<file path="src/rtl/mux_sel_pipe.sv">
// ============================================================================
// Module      : mux_sel_pipe
// Description : Registered CH-to-1 channel multiplexer with valid/ready output.
//               Manual-select mode and an optional round-robin scan mode.
//               Optional feature macro: MUX_SCAN_EN (defined = scan mode
//               compiled in; undefined = MODE ignored, always manual).
// Revision    : 1.0 - initial release
// ============================================================================
`default_nettype none

module mux_sel_pipe #(
    parameter int WIDTH = 1,
    parameter int CH    = 4,
    parameter int SELW  = 2
) (
    input  logic                CLK,
    input  logic                RST_N,
    input  logic [CH*WIDTH-1:0] DIN,
    input  logic [CH-1:0]       REQ,
    output logic [CH-1:0]       GNT,
    input  logic [SELW-1:0]     SEL,
    input  logic                MODE,
    output logic [WIDTH-1:0]    DOUT,
    output logic [SELW-1:0]     CH_OUT,
    output logic                OUT_VALID,
    input  logic                OUT_READY
);

    // Pointer reset value: scan begins at channel 0 after reset
    localparam logic [SELW-1:0] C_PTR_RST = SELW'(CH - 1);

    // Output register and round-robin pointer
    logic [WIDTH-1:0] dout_q, dout_d;
    logic [SELW-1:0]  ch_q,   ch_d;
    logic             valid_q, valid_d;
    logic [SELW-1:0]  ptr_q,  ptr_d;

    // Combinational selection signals
    logic             w_load;
    logic             w_scan_sel;
    logic             w_man_hit;
    logic             w_scan_hit;
    logic [SELW-1:0]  w_scan_idx;
    logic             w_hit;
    logic             w_grant;
    logic [SELW-1:0]  w_cand_idx;
    logic [WIDTH-1:0] w_cand_data;

    // Output register can take a new beat when empty or being drained
    assign w_load = ~valid_q | OUT_READY;

    // Manual candidate: request of the channel addressed by SEL (none if SEL >= CH)
    always_comb begin
        w_man_hit = 1'b0;
        for (int k = 0; k < CH; k++) begin
            if (SEL == SELW'(k)) begin
                w_man_hit = REQ[k];
            end
        end
    end

`ifdef MUX_SCAN_EN
    assign w_scan_sel = MODE;

    // Scan candidate: first requesting channel after PTR, wrapping through all CH
    always_comb begin
        int p;
        p          = 0;
        w_scan_hit = 1'b0;
        w_scan_idx = '0;
        for (int i = 1; i <= CH; i++) begin
            p = int'(ptr_q) + i;
            if (p >= CH) begin
                p = p - CH;
            end
            for (int k = 0; k < CH; k++) begin
                if (!w_scan_hit && (p == k) && REQ[k]) begin
                    w_scan_hit = 1'b1;
                    w_scan_idx = SELW'(k);
                end
            end
        end
    end
`else
    // Scan hardware removed; MODE and pointer value are not consumed
    logic unused_scan;
    assign unused_scan = ^{MODE, ptr_q};
    assign w_scan_sel  = 1'b0;
    assign w_scan_hit  = 1'b0;
    assign w_scan_idx  = '0;
`endif

    assign w_cand_idx = w_scan_sel ? w_scan_idx : SEL;
    assign w_hit      = w_scan_sel ? w_scan_hit : w_man_hit;

    // No grant may be issued while reset is asserted
    assign w_grant = RST_N & w_load & w_hit;

    // One-hot grant strobe and data slice of the candidate channel
    always_comb begin
        GNT         = '0;
        w_cand_data = '0;
        for (int k = 0; k < CH; k++) begin
            if (w_cand_idx == SELW'(k)) begin
                GNT[k]      = w_grant;
                w_cand_data = DIN[k*WIDTH +: WIDTH];
            end
        end
    end

    // Next-state: load on grant, drop valid when drained without reload, else hold
    always_comb begin
        dout_d  = dout_q;
        ch_d    = ch_q;
        valid_d = valid_q;
        ptr_d   = ptr_q;
        if (w_grant) begin
            dout_d  = w_cand_data;
            ch_d    = w_cand_idx;
            valid_d = 1'b1;
            ptr_d   = w_cand_idx;
        end else if (OUT_READY) begin
            valid_d = 1'b0;
        end
    end

    // State registers with asynchronous active-low reset
    always_ff @(posedge CLK or negedge RST_N) begin
        if (!RST_N) begin
            dout_q  <= '0;
            ch_q    <= '0;
            valid_q <= 1'b0;
            ptr_q   <= C_PTR_RST;
        end else begin
            dout_q  <= dout_d;
            ch_q    <= ch_d;
            valid_q <= valid_d;
            ptr_q   <= ptr_d;
        end
    end

    assign DOUT      = dout_q;
    assign CH_OUT    = ch_q;
    assign OUT_VALID = valid_q;

endmodule

`default_nettype wire

</file>
<file path="config.mk">
export PLATFORM = sky130hd
export DESIGN_NAME = mux_sel_pipe
export DESIGN_NICKNAME = d
export VERILOG_FILES = /design/src/rtl/mux_sel_pipe.sv
export SDC_FILE = /design/constraint.sdc
export NUM_CORES = 1
export LEC_CHECK = 0
export ABC_AREA = 1
export CORE_AREA = 4 4 41 43
export CTS_CLUSTER_DIAMETER = 50
export CTS_CLUSTER_SIZE = 8
export DETAILED_ROUTE_END_ITERATION = 10
export DIE_AREA = 0 0 45 47
export HOLD_SLACK_MARGIN = 0.06
export PLACE_DENSITY = 0.74
export SLEW_MARGIN = 20
export SYNTH_ARGS = -nofsm -noshare
export SYNTH_HDL_FRONTEND = slang
export SYNTH_SLANG_ARGS = --single-unit
</file>
<file path="constraint.sdc">
create_clock -name CLK -period 1 [get_ports CLK]
set_input_delay 0.15 -clock CLK [delete_from_list [all_inputs] [get_ports CLK]]
set_output_delay 0.15 -clock CLK [all_outputs]
set_load 0.05 [all_outputs]
</file>
==> out/results.ini <==
[outcome]
status = finished, violations left
violations = negative setup slack

[synth]
ys_ff_latch = 4
ys_types = 19
syn_avg_cell_area_um2 = 7.69
synth_nets = 61
yosysWarningCount = 0
syn_area_um2 = 362
synth_top_area_cell = dfrtp_1
yosysSeqAreaShare_pct = 27.7
synth_area_leaders = dfrtp_1 (28%), nand2_1 (11%), inv_1 (7.3%), buf_6 (6.2%), nand3b_2 (6.2%)
synth_top_area_share_pct = 27.7
synthCells = 47

[setup_path]
critPathLaunchType = register
setup.worst_path.start = OUT_VALID$_DFFE_PN0P_
reg2regPathDepth = 7
crit_arrival_ns = 1.32
path_class = register to output pin
worstPathRequired_ns = 0.85
reg2reg_from = OUT_VALID$_DFFE_PN0P_
critPathMaxFanout = 5
r2r_slack_ns = -0.37
worstReg2RegEnd = DOUT$_DFFE_PN0P_
cp-endpoint = GNT[0]
critPathCaptureType = output pin

[min_path]
holdCritPathClass = primary input to register

[floorplanning]
num_rows = 13
die_area_mm2 = 0.00212
dieWidth_um = 45
die_y_um = 47
coreArea_mm2 = 0.00130
pin_count = 22
initial_utilization_pct = 27.8

[sta]
setup_viol = 9
finalCritPeriodShare_pct = 147
hold_violations = 0
period_needed_ns = 1.47
drv_slew = 0
timing.hold.ws_ns = 0.308
finalSetupTns_ns = -3.34
slew_headroom_pct = 85.3
finClkSkew_ns = 0.00750
worstMarginPinSlew_ns = 0.221
rsz0062_at_grt = true
setup_ws_ns = -0.466
fmax_mhz = 682

[placement]
io_buffers = 20
place_hpwl_um = 863
gp_congestion = 0.716
place_area_um2 = 743
dpl.cell_count = 88

[cts]
clock_latency_ns = 0.24
clk_path_buf_depth = 2
cts_tree = built
clock-sinks = 4
cts-htree-levels = 1
numCtsBuffers = 3
root_buffer = clkbuf_4
clkTransAtPathRegs_ns = 0.04

[routing]
first_pass_iters = 1
wl_per_cell_um = 10.8
drtIter0Drc = 0
via_per_inst = 4.38
postRouteWirelength_um = 1050
detailroute.via_count = 425
detail-route-antenna-nets = 0
drc = 0

[pwr]
powerDensity_mw_per_mm2 = 1240
peakVddDrop_v = 0.000422
power.leakage_nw = 0.409

[global_routing]
gr-total-overflow = 0
grt_pass1_vias = 445
grt_pass1_wl_um = 1790
grt_max_degree = 8
antenna_found_initial = 0
grt_usage_pct = 11.9

[final_layout]
multi_input_area_um2 = 272
layout-drive-gt1-share_pct = 51.2
fin_area_um2 = 840
layout_commonest_cell = nand2_1
diodes = 0
fill_cells = 126
fin_cells = 97
syn2layout_area_growth_pct = 132
regArea_um2 = 101
layout_common_cells = nand2_1 (11), buf_4 (9), buf_12 (8), inv_1 (6), dlygate4sd2_1 (6)
fin_nets = 97

[run]
drv_cap = 0

routing by layer:
layer | vias to the layer above | share of wire (%) | global-route usage (%)
met5 | - | 0 | 0
li1 | 220 | - | -
met3 | 0 | 8.2 | 1.53
met1 | 188 | 33 | 10.5
met2 | 17 | 58 | 23.2
met4 | 0 | 0 | 10.5
cell usage after synthesis, drive strengths merged:
master	instances
o21bai	3
nor3	3
nand3	5
dfrtp	4
nor3b	1
nand3b	2
nand2	13
nand4	1
a21oi	1
buf	2
o21ai	1
inv	9
nor2	2
cells by family after synthesis:
kind of cell / count (synthesis) / synth area share, %
simple gates: 27 / 47.1
flops: 4 / 27.7
buf+inv: 11 / 16.3
compound gates: 5 / 8.99
per-stage QoR:
step	total power (W)	setup slack (ns)	utilization, %
final	0.00104	-0.466	64.5
after global routing	0.00110	-0.505	64.5
after CTS	0.00104	-0.508	63.1
after detailed placement	0.000781	-0.712	57.1
after global placement	0.000772	-0.674	57.1
after floorplan	0.000502	-0.495	-
area by class of cell:
cell class | count | share of cell area [%]
repair buffers | 33 | 45.9
multi-input cells | 32 | 32.3
flip-flops and latches | 4 | 12.1
inverters | 9 | 4.32
clock buffers | 4 | 3.13
well taps | 15 | 2.24
repair_timing:
item | 4_1_cts | 5_1_grt
resized for setup | 16 | 2
buffers inserted | 3 | 1
setup endpoints to repair | 9 | 9
pin swaps | 5 | 3
gates cloned | 0 | 0
hold buffers | 1 | 0
endpoints found under the hold margin | 4 | 0
registers in the layout, indices dropped and copies added (netlist names):
signal / count
OUT_VALID: 1
DOUT: 1
CH_OUT: 2
worst max-delay path, cell delays in order (launching register included):
cell,delay [ns]
dfrtp_2,0.42
a21oi_4,0.15
nand2_4,0.11
nor3b_4,0.23
buf_12,0.16
where the power goes:
group | internal (W) | switching (W)
clock network | 0.000150 | 0.0000711
registers | 0.000197 | 0.0000347
logic | 0.000302 | 0.000290
worst min-delay path by stage:
stage | start | endpoint | slack, ns | depth (start not counted)
finish | OUT_READY | OUT_VALID$_DFFE_PN0P_ | 0.31 | 4
global placement | RST_N | CH_OUT[1]$_DFFE_PN0P_ | 0.45 | 2
floorplan | RST_N | CH_OUT[0]$_DFFE_PN0P_ | -0.15 | 0
detailed placement | RST_N | CH_OUT[1]$_DFFE_PN0P_ | 0.46 | 2
global route | OUT_READY | OUT_VALID$_DFFE_PN0P_ | 0.34 | 4
CTS | OUT_READY | OUT_VALID$_DFFE_PN0P_ | 0.29 | 4
Note: power is estimated with default switching activity, not from simulation.
